==> src/rtl/wb_stage_pkg.sv <==
// Shared definitions for the writeback stage: load type codes, FSM state
// encoding and default datapath widths.
package wb_stage_pkg;

    localparam int WB_DATA_W = 32;
    localparam int WB_REG_AW = 5;

    // Width of the WAIT-state timeout counter.
    localparam int CNT_W = 8;

    // Load type codes as presented on mem_load_type; 5..7 are reserved.
    localparam logic [2:0] LT_LB  = 3'd0;
    localparam logic [2:0] LT_LBU = 3'd1;
    localparam logic [2:0] LT_LH  = 3'd2;
    localparam logic [2:0] LT_LHU = 3'd3;
    localparam logic [2:0] LT_LW  = 3'd4;

    typedef enum logic [1:0] {
        ST_RUN   = 2'd0,
        ST_WAIT  = 2'd1,
        ST_DRAIN = 2'd2
    } wb_state_e;

endpackage

==> src/rtl/wb_stage_if.sv <==
// MEM -> WB instruction bus, with the wb_busy hold signal going back upstream.
interface wb_stage_if
    import wb_stage_pkg::*;
#(
    parameter int DATA_W = WB_DATA_W,
    parameter int REG_AW = WB_REG_AW
);
    logic              mem_valid;
    logic              mem_wd;
    logic [REG_AW-1:0] mem_waddr;
    logic [DATA_W-1:0] mem_wdata;
    logic              mem_load;
    logic [2:0]        mem_load_type;
    logic [1:0]        mem_addr_lo;
    logic              wb_busy;

    modport master (
        output mem_valid, mem_wd, mem_waddr, mem_wdata,
               mem_load, mem_load_type, mem_addr_lo,
        input  wb_busy
    );

    modport slave (
        input  mem_valid, mem_wd, mem_waddr, mem_wdata,
               mem_load, mem_load_type, mem_addr_lo,
        output wb_busy
    );
endinterface

==> src/rtl/wb_stage_load_align.sv <==
// Little-endian load extraction: selects the addressed byte/halfword/word,
// sign- or zero-extends it and flags misaligned or reserved accesses.
// Purely combinational so the LSU can reuse it.
module load_align
    import wb_stage_pkg::*;
#(
    parameter int DATA_W = WB_DATA_W
) (
    input  logic [2:0]        load_type,
    input  logic [1:0]        addr_lo,
    input  logic [DATA_W-1:0] rdata,
    output logic [DATA_W-1:0] data,
    output logic              misalign
);

    logic [DATA_W-1:0] byte_sh;
    logic [DATA_W-1:0] half_sh;
    logic [7:0]        lane_b;
    logic [15:0]       lane_h;

    // Shift the addressed lane down to bit 0, then extend per load type.
    always_comb begin
        byte_sh  = rdata >> {addr_lo, 3'b000};
        half_sh  = rdata >> {addr_lo[1], 4'b0000};
        lane_b   = byte_sh[7:0];
        lane_h   = half_sh[15:0];
        data     = '0;
        misalign = 1'b0;
        case (load_type)
            LT_LB:  data = {{(DATA_W-8){lane_b[7]}}, lane_b};
            LT_LBU: data = {{(DATA_W-8){1'b0}}, lane_b};
            LT_LH: begin
                if (addr_lo[0]) misalign = 1'b1;
                else            data = {{(DATA_W-16){lane_h[15]}}, lane_h};
            end
            LT_LHU: begin
                if (addr_lo[0]) misalign = 1'b1;
                else            data = {{(DATA_W-16){1'b0}}, lane_h};
            end
            LT_LW: begin
                if (addr_lo != 2'b00) misalign = 1'b1;
                else                  data = rdata;
            end
            default: misalign = 1'b1;
        endcase
    end

endmodule

==> src/rtl/wb_stage.sv <==
// Writeback stage: registers ALU results, waits for variable-latency load
// data, aligns/extends it and drives the single regfile write port.
// All outputs except wb_busy are registered so the regfile bypass sees each
// write exactly one cycle after capture or completion.
module wb_stage
    import wb_stage_pkg::*;
#(
    parameter int DATA_W  = WB_DATA_W,
    parameter int REG_AW  = WB_REG_AW,
    parameter int TIMEOUT = 255
) (
    input  logic              clk,
    input  logic              rst,
    wb_stage_if.slave         mem,
    input  logic [DATA_W-1:0] dm_rdata,
    input  logic              dm_data_ok,
    input  logic              stall_i,
    input  logic              flush_i,
    output logic              wd,
    output logic [REG_AW-1:0] w_addr,
    output logic [DATA_W-1:0] wdata,
    output logic              misalign_o,
    output logic              bus_err_o
);

    localparam logic [CNT_W-1:0] CNT_LAST = CNT_W'(TIMEOUT - 1);

    wb_state_e         state_q, state_n;
    logic [CNT_W-1:0]  cnt_q, cnt_n;

    // Load context held while the response is outstanding.
    logic              ld_wd_p1;
    logic [REG_AW-1:0] ld_waddr_p1;
    logic [2:0]        ld_type_p1;
    logic [1:0]        ld_lo_p1;
    logic              capture;

    logic [2:0]        al_type;
    logic [1:0]        al_lo;
    logic [DATA_W-1:0] al_data;
    logic              al_mis;
    logic              done_wd;
    logic [REG_AW-1:0] done_addr;

    logic              wd_n;
    logic [REG_AW-1:0] w_addr_n;
    logic [DATA_W-1:0] wdata_n;
    logic              mis_n;
    logic              err_n;

    // In RUN the load completes from live MEM fields, otherwise from the latch.
    assign al_type   = (state_q == ST_RUN) ? mem.mem_load_type : ld_type_p1;
    assign al_lo     = (state_q == ST_RUN) ? mem.mem_addr_lo   : ld_lo_p1;
    assign done_wd   = (state_q == ST_RUN) ? mem.mem_wd        : ld_wd_p1;
    assign done_addr = (state_q == ST_RUN) ? mem.mem_waddr     : ld_waddr_p1;

    assign mem.wb_busy = (state_q == ST_WAIT) || (state_q == ST_DRAIN);

    load_align #(.DATA_W(DATA_W)) u_align (
        .load_type (al_type),
        .addr_lo   (al_lo),
        .rdata     (dm_rdata),
        .data      (al_data),
        .misalign  (al_mis)
    );

    // Next-state and next-output decode for the RUN/WAIT/DRAIN controller.
    always_comb begin
        state_n  = state_q;
        cnt_n    = cnt_q;
        wd_n     = 1'b0;
        w_addr_n = w_addr;
        wdata_n  = wdata;
        mis_n    = 1'b0;
        err_n    = 1'b0;
        capture  = 1'b0;
        case (state_q)
            ST_RUN: begin
                if (flush_i || stall_i || !mem.mem_valid) begin
                    // bubble
                end else if (!mem.mem_load) begin
                    if (mem.mem_wd) begin
                        wd_n     = 1'b1;
                        w_addr_n = mem.mem_waddr;
                        wdata_n  = mem.mem_wdata;
                    end
                end else if (dm_data_ok) begin
                    if (al_mis) begin
                        mis_n = 1'b1;
                    end else if (done_wd) begin
                        wd_n     = 1'b1;
                        w_addr_n = done_addr;
                        wdata_n  = al_data;
                    end
                end else begin
                    capture = 1'b1;
                    cnt_n   = '0;
                    state_n = ST_WAIT;
                end
            end
            ST_WAIT: begin
                if (flush_i && dm_data_ok) begin
                    state_n = ST_RUN;
                end else if (flush_i) begin
                    state_n = ST_DRAIN;
                end else if (dm_data_ok) begin
                    state_n = ST_RUN;
                    if (al_mis) begin
                        mis_n = 1'b1;
                    end else if (done_wd) begin
                        wd_n     = 1'b1;
                        w_addr_n = done_addr;
                        wdata_n  = al_data;
                    end
                end else if (cnt_q == CNT_LAST) begin
                    err_n   = 1'b1;
                    state_n = ST_RUN;
                end else begin
                    cnt_n = cnt_q + 1'b1;
                end
            end
            ST_DRAIN: begin
                if (dm_data_ok) state_n = ST_RUN;
            end
            default: state_n = ST_RUN;
        endcase
    end

    // Controller state and registered regfile/pulse outputs.
    always_ff @(posedge clk or negedge rst) begin
        if (!rst) begin
            state_q    <= ST_RUN;
            cnt_q      <= '0;
            wd         <= 1'b0;
            w_addr     <= '0;
            wdata      <= '0;
            misalign_o <= 1'b0;
            bus_err_o  <= 1'b0;
        end else begin
            state_q    <= state_n;
            cnt_q      <= cnt_n;
            wd         <= wd_n;
            w_addr     <= w_addr_n;
            wdata      <= wdata_n;
            misalign_o <= mis_n;
            bus_err_o  <= err_n;
        end
    end

    // Latch the outstanding load's destination and alignment context.
    always_ff @(posedge clk) begin
        if (capture) begin
            ld_wd_p1    <= mem.mem_wd;
            ld_waddr_p1 <= mem.mem_waddr;
            ld_type_p1  <= mem.mem_load_type;
            ld_lo_p1    <= mem.mem_addr_lo;
        end
    end

endmodule

==> src/flat_wrapper.sv <==
// flat-port wrapper written by rule: the top's interface ports become plain ports
module wb_stage_flat import wb_stage_pkg::*;
#(
    parameter int DATA_W  = WB_DATA_W,
    parameter int REG_AW  = WB_REG_AW,
    parameter int TIMEOUT = 255
)
  (clk, rst, dm_rdata, dm_data_ok, stall_i, flush_i, wd, w_addr, wdata, misalign_o, bus_err_o, mem_mem_valid, mem_mem_wd, mem_mem_waddr, mem_mem_wdata, mem_mem_load, mem_mem_load_type, mem_mem_addr_lo, mem_wb_busy);
  wb_stage_if #(.DATA_W(DATA_W), .REG_AW(REG_AW)) mem_i ();
  input  logic clk;
  input  logic rst;
  input  logic [DATA_W-1:0] dm_rdata;
  input  logic dm_data_ok;
  input  logic stall_i;
  input  logic flush_i;
  output logic wd;
  output logic [REG_AW-1:0] w_addr;
  output logic [DATA_W-1:0] wdata;
  output logic misalign_o;
  output logic bus_err_o;
  input wire logic [$bits(mem_i.mem_valid)-1:0] mem_mem_valid;
  input wire logic [$bits(mem_i.mem_wd)-1:0] mem_mem_wd;
  input wire logic [$bits(mem_i.mem_waddr)-1:0] mem_mem_waddr;
  input wire logic [$bits(mem_i.mem_wdata)-1:0] mem_mem_wdata;
  input wire logic [$bits(mem_i.mem_load)-1:0] mem_mem_load;
  input wire logic [$bits(mem_i.mem_load_type)-1:0] mem_mem_load_type;
  input wire logic [$bits(mem_i.mem_addr_lo)-1:0] mem_mem_addr_lo;
  output wire logic [$bits(mem_i.wb_busy)-1:0] mem_wb_busy;
  assign mem_i.mem_valid = mem_mem_valid;
  assign mem_i.mem_wd = mem_mem_wd;
  assign mem_i.mem_waddr = mem_mem_waddr;
  assign mem_i.mem_wdata = mem_mem_wdata;
  assign mem_i.mem_load = mem_mem_load;
  assign mem_i.mem_load_type = mem_mem_load_type;
  assign mem_i.mem_addr_lo = mem_mem_addr_lo;
  assign mem_wb_busy = mem_i.wb_busy;
  wb_stage #(.DATA_W(DATA_W), .REG_AW(REG_AW), .TIMEOUT(TIMEOUT)) u_core (.clk(clk), .rst(rst), .mem(mem_i), .dm_rdata(dm_rdata), .dm_data_ok(dm_data_ok), .stall_i(stall_i), .flush_i(flush_i), .wd(wd), .w_addr(w_addr), .wdata(wdata), .misalign_o(misalign_o), .bus_err_o(bus_err_o));
endmodule
==> config.mk <==
export PLATFORM = sky130hd
export DESIGN_NAME = wb_stage_flat
export DESIGN_NICKNAME = d
export VERILOG_FILES = /design/src/rtl/wb_stage_pkg.sv /design/src/rtl/wb_stage_if.sv /design/src/rtl/wb_stage_load_align.sv /design/src/rtl/wb_stage.sv /design/src/flat_wrapper.sv
export SDC_FILE = /design/constraint.sdc
export NUM_CORES = 1
export LEC_CHECK = 0
export CAP_MARGIN = 5
export CORE_MARGIN = 5
export CORE_UTILIZATION = 50
export DETAILED_ROUTE_END_ITERATION = 8
export PLACE_DENSITY_LB_ADDON = 0.12
export SKIP_CTS_REPAIR_TIMING = 1
export SLEW_MARGIN = 20
export SYNTH_ARGS = -nofsm -noshare
export SYNTH_HDL_FRONTEND = slang
export SYNTH_SLANG_ARGS = --single-unit
==> constraint.sdc <==
create_clock -name clk -period 4.1 [get_ports clk]
set_clock_uncertainty 0.05 [all_clocks]
set_input_delay 0.41 -clock clk [delete_from_list [all_inputs] [get_ports clk]]
set_output_delay 0.41 -clock clk [all_outputs]
set_load 0.01 [all_outputs]
==> results_dict.tcl <==
set metrics [dict create \
    end_kind "flop" \
    rsz0062_at_grt "no" \
    diodes 0 \
    final_cell_count_no_fill 613 \
    viasPerCell 5.94 \
    grt_pass1_wl_um 18800 \
    mostFrequentLayoutCell "clkdlybuf4s50_1" \
    syn-mean-instance-area_um2 9.29 \
    swShare_pct 37.9 \
    coreArea_um2 7140 \
    path_cells "inv_1 > ha_1 > buf_4 > nor4bb_1 > o22a_1 > o311a_4 > nand3b_2 > a21oi_2 > a21oi_1" \
    r2r_slack_ps 890 \
    ys_seq_area_share_pct 43.8 \
    fmax_mhz 312 \
    seqPwrFrac_pct 30.4 \
    htree_levels 3 \
    dp.cells 597 \
    setup_violations 0 \
    period_minus_slack_ps 3210 \
    tns_ps 0 \
    root_buffer "clkbuf_8" \
    start_util_pct 50.6 \
    finalWirelength_um 11700 \
    critPathKind "flop to flop" \
    worstPathArrival_ps 3360 \
    yosysUniqueCellTypes 62 \
    synthArstFlopShare_pct 82.0 \
    routabilityCongestion 0.945 \
    cts_tree "yes" \
    dp_hpwl_um 8750 \
    synth_flop_cell "dfrtp_1" \
    critPathTopFamily "compound AO/OA/AOI/OAI gates" \
    area_growth_pct 41.8 \
    leakage_nw 2.01 \
    power_mw 3.19 \
    pwr-share-clk_pct 19.2 \
    worstMarginPinSlew_ps 1080 \
    slew_headroom_pct 27.4 \
    synth_edf_count 11 \
    ioPinCount 123 \
    period_share_pct 78.3 \
    p_comb_share_pct 50.4 \
    vias 3643 \
    synth_area_um2 3610 \
    die_height_um 95.0 \
    whs_ps 34.5 \
    critPathLaunchType "flop" \
    clk_pin_slew_worst_paths_ps 70 \
    grt_overflow 0 \
    final_hold_viol_count 0 \
    drive_above_1_share_pct 8.56 \
    run_status "finished, final reports clean" \
    drc 0 \
    routedWlPerCell_um 19.2 \
    ir_drop_v 0.000411 \
    grt_max_degree 51 \
    hp-class "primary input to async pin" \
    most-common-layout-cells "clkdlybuf4s50_1 (121), dfrtp_1 (50), a21oi_1 (48)" \
    critPathSlowestCell "a21oi_2" \
    critPathMaxFanout 25 \
    syn_inst 389 \
    die_w_um 95.0 \
    layout.nets 596 \
    synth_fp_nets 476 \
    startpoint "u_core.state_q[1]$_DFFE_PN0P_" \
    port_buffers 122 \
    max_stage_delay_ps 540 \
    clock_path_buffers 2 \
    grtUsageTotal_pct 27.2 \
    critPathRequiredTime_ps 4250 \
    ant_nets 0 \
    synth-seq-cells 61 \
    die-area_um2 9030 \
    drt_iter0_markers 320 \
    antenna_found_initial 0 \
    yosys_warnings 0 \
    report.final.slew_viol_count 0 \
    drt_first_pass_iters 5 \
    cap_violations 0 \
    reg2reg_from "u_core.state_q[1]$_DFFE_PN0P_" \
    cts_buffers 9 \
    switchingPower_mw 1.21 \
    internal_power_mw 1.98 \
    insertion_delay_ps 340 \
    grt_pass1_vias 3628 \
    cts.sinks 61 \
    crit_buf_inv 2 \
    rows 31 \
    pwr_density_cell_nw_per_um2 622 \
]
## worst reg2reg max path: cells and delay by family, from the launching register on
family | cells | cell delay (ps)
compound gates | 4 | 1170
fa+ha+maj | 1 | 200
buf+inv | 2 | 390
flops | 1 | 420
simple gates | 2 | 840
## synthesized netlist by cell type, drive strengths merged, types with 4 or more instances
master  number  area (um2)
nand3       10        50.1
ha           5        62.6
nand2b       6        37.5
edfxtp      11         330
inv         12        45.0
clkbuf       8        33.8
dfrtp       50        1250
o32ai        9         109
a21o         9        67.6
nor2        42         160
nand2       30         115
mux2         4        45.0
o22ai       36         225
xor2         6        52.6
a21boi      15         113
nor3         4        25.0
nor2b        9        56.3
buf         11        71.3
o21ai       15        82.6
mux2i        4        40.0
nand4        5        31.3
a21oi       51         267
## metal layers
metal / vias to the layer above / global-route usage, % / wire length, um
met5: - / 0 / 0
met4: 0 / 9.74 / 235
met3: 22 / 7.10 / 1090
met2: 190 / 41.7 / 5440
met1: 1733 / 37.4 / 4990
li1: 1698 / - / -
## logic make-up after synthesis
kind of cell	count (synthesis)	synth area share, %
mux	8	2.35
xor+xnor	6	1.45
compound gates	157	29.8
fa+ha+maj	5	1.73
flops	61	43.8
buf+inv	31	4.15
simple gates	121	16.7
## final timing paths
check / endpoint / cells after the start
setup / recovery: u_core.wdata[14]$_DFFE_PN0P_ / 9
hold / removal: u_core.cnt_q[3]$_DFFE_PN0P_ / 1
setup reg to reg: u_core.wdata[14]$_DFFE_PN0P_ / 9
hold reg to reg: u_core.wdata[20]$_DFFE_PN0P_ / 2
max in group asynchronous: u_core.wdata[29]$_DFFE_PN0P_ / 1
min in group clk: u_core.wdata[20]$_DFFE_PN0P_ / 2
## power by group through the flow
stage	clock network, mW	registers (mW)	logic [mW]
floorplan	0	1.04	0.817
CTS	0.625	0.968	1.60
finish	0.612	0.970	1.61
global route	0.650	0.997	1.75
global placement	0	0.969	1.56
detailed placement	0	0.971	1.59
## final cells by class
type / instances / area, um2
Sequential cell: 61 / 1580
Fill cell: 586 / 2010
Clock inverter: 3 / 68.8
Clock buffer: 13 / 159
Timing Repair Buffer: 128 / 1260
Multi-Input combinational cell: 297 / 1880
Tap cell: 99 / 124
Inverter: 12 / 45.0
## state kept, by name, summed over array words and instances, names as in the netlist
| register | flops |
|---|---|
| u_core.wdata | 32 |
| u_core.cnt_q | 8 |
| u_core.ld_waddr_p1 | 5 |
| u_core.w_addr | 5 |
| u_core.ld_type_p1 | 3 |
| u_core.ld_lo_p1 | 2 |
| u_core.state_q | 2 |
| u_core.bus_err_o | 1 |
| u_core.ld_wd_p1 | 1 |
| u_core.misalign_o | 1 |
| u_core.wd | 1 |
## stage by stage
| step | worst slack (ps) | util (%) | instance area, um2 |
|---|---|---|---|
| after floorplan | 1510 | - | 3610 |
| after global placement | 967 | 68.6 | 4890 |
| after detailed placement | 858 | 68.6 | 4890 |
| after CTS | 951 | 71.8 | 5120 |
| after global routing | 672 | 71.8 | 5120 |
| final | 891 | 71.8 | 5120 |
(Power assumes the default switching activity.)
